### src/rtl/struct_pkt_pkg.sv
// Shared packet definitions for the struct packet FIFO family.
// Default widths, default tag mask and the default-width packet type.
package struct_pkt_pkg;

  localparam int PKT_DATA_W = 8;
  localparam int PKT_TAG_W  = 4;

  localparam logic [PKT_TAG_W-1:0] PKT_TAG_MASK = 4'b1010;

  typedef struct packed {
    logic [PKT_DATA_W-1:0] data;
    logic [PKT_TAG_W-1:0]  tag;
  } packet_t;

endpackage

### src/rtl/struct_pkt_xform.sv
// Combinational packet transform: data + INC (wrapping), tag ^ TAG_MASK.
// When proc is low the packet passes through untouched.
module struct_pkt_xform
  import struct_pkt_pkg::*;
#(
  parameter int                 DATA_W   = PKT_DATA_W,
  parameter int                 TAG_W    = PKT_TAG_W,
  parameter logic [DATA_W-1:0]  INC      = DATA_W'(1),
  parameter logic [TAG_W-1:0]   TAG_MASK = TAG_W'(PKT_TAG_MASK)
) (
  input  logic              proc,
  input  logic [DATA_W-1:0] raw_data,
  input  logic [TAG_W-1:0]  raw_tag,
  output logic [DATA_W-1:0] xf_data,
  output logic [TAG_W-1:0]  xf_tag
);

  // Sum is kept at DATA_W bits so the carry out is dropped on purpose.
  logic [DATA_W-1:0] sum_data;
  assign sum_data = raw_data + INC;

  assign xf_data = proc ? sum_data : raw_data;
  assign xf_tag  = proc ? (raw_tag ^ TAG_MASK) : raw_tag;

endmodule

### src/rtl/struct_packet_fifo.sv
// First-word-fall-through packet FIFO with optional write-time transform.
// in_ready depends on registered occupancy only, so a full FIFO never accepts.
module struct_packet_fifo
  import struct_pkt_pkg::*;
#(
  parameter int                 DATA_W   = PKT_DATA_W,
  parameter int                 TAG_W    = PKT_TAG_W,
  parameter int                 DEPTH    = 4,
  parameter logic [DATA_W-1:0]  INC      = DATA_W'(1),
  parameter logic [TAG_W-1:0]   TAG_MASK = TAG_W'(PKT_TAG_MASK)
) (
  input  logic                       clk,
  input  logic                       rst_n,
  input  logic                       in_valid,
  output logic                       in_ready,
  input  logic [DATA_W-1:0]          in_data,
  input  logic [TAG_W-1:0]           in_tag,
  input  logic                       in_proc,
  output logic                       out_valid,
  input  logic                       out_ready,
  output logic [DATA_W-1:0]          out_data,
  output logic [TAG_W-1:0]           out_tag,
  output logic [$clog2(DEPTH+1)-1:0] count
);

  localparam int PTR_W = $clog2(DEPTH);
  localparam int CNT_W = $clog2(DEPTH+1);
  localparam logic [CNT_W-1:0] FULL_CNT = CNT_W'(DEPTH);

  typedef struct packed {
    logic [DATA_W-1:0] data;
    logic [TAG_W-1:0]  tag;
  } entry_t;

  entry_t mem [DEPTH];

  logic [PTR_W-1:0] wr_ptr_reg, rd_ptr_reg;
  logic [CNT_W-1:0] count_reg, count_next;
  logic             push, pop;
  entry_t           wr_entry, head;

  struct_pkt_xform #(
    .DATA_W   (DATA_W),
    .TAG_W    (TAG_W),
    .INC      (INC),
    .TAG_MASK (TAG_MASK)
  ) u_xform (
    .proc     (in_proc),
    .raw_data (in_data),
    .raw_tag  (in_tag),
    .xf_data  (wr_entry.data),
    .xf_tag   (wr_entry.tag)
  );

  assign in_ready  = (count_reg != FULL_CNT);
  assign out_valid = (count_reg != '0);
  assign push      = in_valid && in_ready;
  assign pop       = out_valid && out_ready;

  // Storage is deliberately left out of reset; only pointers and count clear.
  always_ff @(posedge clk) begin
    if (push) begin
      mem[wr_ptr_reg] <= wr_entry;
    end
  end

  always_comb begin
    count_next = count_reg;
    case ({push, pop})
      2'b10:   count_next = count_reg + 1'b1;
      2'b01:   count_next = count_reg - 1'b1;
      default: count_next = count_reg;
    endcase
  end

  always_ff @(posedge clk or negedge rst_n) begin
    if (!rst_n) begin
      wr_ptr_reg <= '0;
      rd_ptr_reg <= '0;
      count_reg  <= '0;
    end else begin
      if (push) wr_ptr_reg <= wr_ptr_reg + 1'b1;
      if (pop)  rd_ptr_reg <= rd_ptr_reg + 1'b1;
      count_reg <= count_next;
    end
  end

  // Head is masked to zero when empty so stale storage never leaks out.
  assign head     = mem[rd_ptr_reg];
  assign out_data = out_valid ? head.data : '0;
  assign out_tag  = out_valid ? head.tag  : '0;
  assign count    = count_reg;

endmodule

### config.mk
export PLATFORM = sky130hd
export DESIGN_NAME = struct_packet_fifo
export DESIGN_NICKNAME = d
export VERILOG_FILES = /design/src/rtl/struct_pkt_pkg.sv /design/src/rtl/struct_pkt_xform.sv /design/src/rtl/struct_packet_fifo.sv
export SDC_FILE = /design/constraint.sdc
export NUM_CORES = 1
export LEC_CHECK = 0
export CAP_MARGIN = 20
export CORE_ASPECT_RATIO = 2
export CORE_MARGIN = 2
export CORE_UTILIZATION = 42
export CTS_CLUSTER_SIZE = 30
export DETAILED_ROUTE_END_ITERATION = 10
export GPL_TIMING_DRIVEN = 0
export PLACE_DENSITY = 0.6
export SKIP_LAST_GASP = 1
export SLEW_MARGIN = 20
export SYNTH_ARGS = -nofsm -noshare
export SYNTH_HDL_FRONTEND = slang
export SYNTH_SLANG_ARGS = --single-unit
### constraint.sdc
create_clock -name clk -period 4.1 [get_ports clk]
set_input_delay 0.41 -clock clk [delete_from_list [all_inputs] [get_ports clk]]
set_output_delay 0.41 -clock clk [all_outputs]
set_load 0.005 [all_outputs]
==> run metrics, run 1 <==
status=completed; Cells after Synth=134; Hold Path Class=input pin to async pin; R2R setup slack=roughly 1.9 ns; Post-DP HPWL=a little over 3000 µm; worst slew pin tran=0.6659 ns; crit path DAT=2.12 ns; clk_lat worst skew=0.30 ns; Crit. End Element=output port; Area growth syn-to-layout=22.00%; hold-fix buffer count after cts=0; DRC viols=0; H-tree levels=2; starting density of the core=0.4380; Post-CTS Resized=0; Synth top area share=0.6019; CP max stage delay=0.47 ns; RSZ-0062 raised after global routing=false; final setup vio count=0; leading area contributor after synthesis=edfxtp_1; power per cell area=slightly below 700 nW/µm²; Synth area leaders=edfxtp_1, mux4_2, dfrtp_1; # rows=38; delay-heaviest family, CP=simple AND/OR/NAND/NOR gates; CTS buffer count=5; Vias/cell=between 5 and 6; crit start category=register; Rel. slew slack=0.5560; most frequent cells in the layout=edfxtp_1, clkdlybuf4s50_1, and2_1; global route overflow=0; commonest non-fill, non-tap cell in the layout=edfxtp_1; crit path max fanout=10; Post-Synth Simple-Gate Area=0.07785; Detail Route Antenna Nets=0; CTS root buf=clkbuf_8; post-route clock period utilization=0.6159; Synth Area in Adders=0.03971; die area=6359 µm²; first-pass GRT wire length=6948 µm; I/O Buffers=32; Final Hold Viols=0; CTS Sinks=55; largest net degree at the start of global routing=18; share of cells above drive strength 1=0.1609; Die X=57.40 µm; gr usage total=0.1461; antenna cells=0; kind of critical path=register to output port; syn_area_per_cell=approximately 18 µm²; via count=1,248; Routability Congestion=roughly 0.69; Synth Net Count=158; maximum buffer depth of the clock tree=2; distinct cell type count after synthesis=24; filler instances=444; Final nets=197; sequential fraction of the synthesis area=0.6750; Fin Setup TNS=0 ns; post-synthesis register bit count=55; largest family of logic cells by synthesized area=multiplexers; Critical Path Slowest Stage Cell=or3_1; Tmin final=2.525 ns; maxcap violations=0; core area=~5500 µm²; IO Count=34; Clock transition at path regs=0.10 ns; fin. max-slew vios=0; final wirelength=4220 µm; vias in the first global route=1,338; Pre-antenna DRT Iters=4; Power Total=about 0.0020 W; Peak Freq=396.0 MHz; post-synthesis compound-gate area fraction=0; die height=110.8 µm; Synth Area in XOR/XNOR=0.05486; WL/cell=about 18 µm; Req. time, crit path=between 3 and 4 ns; starting DRC count in detailed routing=30; Post-Syn Area=between 2000 and 2500 µm²; Syn. warnings=0; crit-path cells=or3_1 -> clkbuf_1 -> and2_1 -> clkdlybuf4s50_1; Crit path buffers/inverters=2; TritonCTS clock tree=yes; clk_skew=0.007203 ns; peak supply drop=396.9 µV; post-synthesis mux area share=0.1280; Pleak=1.043 nW; max reg flops=48; antenna violations before repair=0; postcts setup bufs=0
[cell families (layout without fill, tap and decap cells)]
kind of cell,Yosys count,after routing
DFF,55,55
buffers and inverters,11,51
xor gates and xnor gates,15,15
muxes,15,15
adders and majority gates,7,7
and+or+nand+nor,31,31
[stage by stage]
| step | util | setup WS (ns) | std cells | hold slack, ns | instance area (µm²) |
|---|---|---|---|---|---|
| after CTS | 0.5343 | 1.509 | 234 | 0.3585 | 2922 |
| after detailed placement | 0.5103 | 1.855 | 226 | 0.5046 | 2790 |
| after global placement | 0.5103 | 1.880 | 226 | 0.5030 | 2790 |
| after floorplan | - | 1.997 | 134 | 0.1144 | 2395 |
| after global routing | 0.5343 | 1.427 | 234 | 0.3610 | 2922 |
| final | 0.5343 | 1.575 | 234 | 0.3696 | 2922 |
[Yosys cell counts]
master,count
mux4_2,12
nor2_1,2
edfxtp_1,48
nand3_1,1
fa_1,1
xor2_1,8
ha_1,6
and3_1,5
buf_2,2
nor3_1,1
inv_1,6
nand4_1,3
mux2i_1,1
and2_4,1
dfrtp_1,7
xnor2_1,7
or3b_4,1
mux2_2,1
and2_1,13
nand2_1,3
or3_1,1
buf_6,2
mux2_4,1
clkbuf_1,1
[report_power, final]
| part | switching (W) | internal [W] |
|---|---|---|
| sequential | 0.0000547 | 0.000759 |
| combinational | 0.000320 | 0.000479 |
| clock | 0.000166 | 0.000219 |
| total | 0.000541 | 0.00146 |
[path summary, 6_finish.rpt]
path	to	depth (start not counted)	startpoint
setup / recovery	out_data[1]	4	count[0]$_DFFE_PN0P_
hold / removal	wr_ptr_reg[1]$_DFFE_PN0P_	1	rst_n
setup reg to reg	count[2]$_DFFE_PN0P_	9	count[0]$_DFFE_PN0P_
hold reg to reg	count[2]$_DFFE_PN0P_	1	count[2]$_DFFE_PN0P_
max in group asynchronous	wr_ptr_reg[0]$_DFFE_PN0P_	1	rst_n
min in group clk	count[2]$_DFFE_PN0P_	1	count[2]$_DFFE_PN0P_
[routing by layer]
layer  track usage  share of wire
met1        0.1616           0.36
met2        0.2576           0.56
met3       0.02800          0.045
met4       0.06977          0.038
met5             0              0
[area by class of cell]
| class | instances | area [µm²] | share of cell area |
|---|---|---|---|
| buffer | 5 | 36.28 | 0.01242 |
| clock buffer | 6 | 93.84 | 0.03212 |
| clock inverter | 2 | 37.54 | 0.01285 |
| inverter | 6 | 22.52 | 0.007709 |
| multi-input combinational | 68 | 719.4 | 0.2463 |
| sequential | 55 | 1617 | 0.5533 |
| tap | 60 | 75.07 | 0.02570 |
| timing repair buffer | 32 | 320.3 | 0.1096 |
(Power assumes the default switching activity.)
==> run 2: changes to the inputs <==
==> constraint.sdc (replaced) <==
create_clock -name clk -period 2.61 [get_ports clk]
set_input_delay 0.261 -clock clk [delete_from_list [all_inputs] [get_ports clk]]
set_output_delay 0.261 -clock clk [all_outputs]
set_load 0.005 [all_outputs]
==> results of run 2 <==
Same layout as run 1 (identical final DEF). Status: completed.
Main changes from that run: setup slack after placement 1.855 ns -> 0.3654 ns; setup slack after layout 1.575 ns -> 0.2339 ns; hold slack 0.3696 ns -> 0.2206 ns; register-to-register setup slack 1.86 ns -> 0.37 ns; total power 0.001997 W -> 0.003138 W; worst IR drop on VDD 396.9 µV -> 623.5 µV
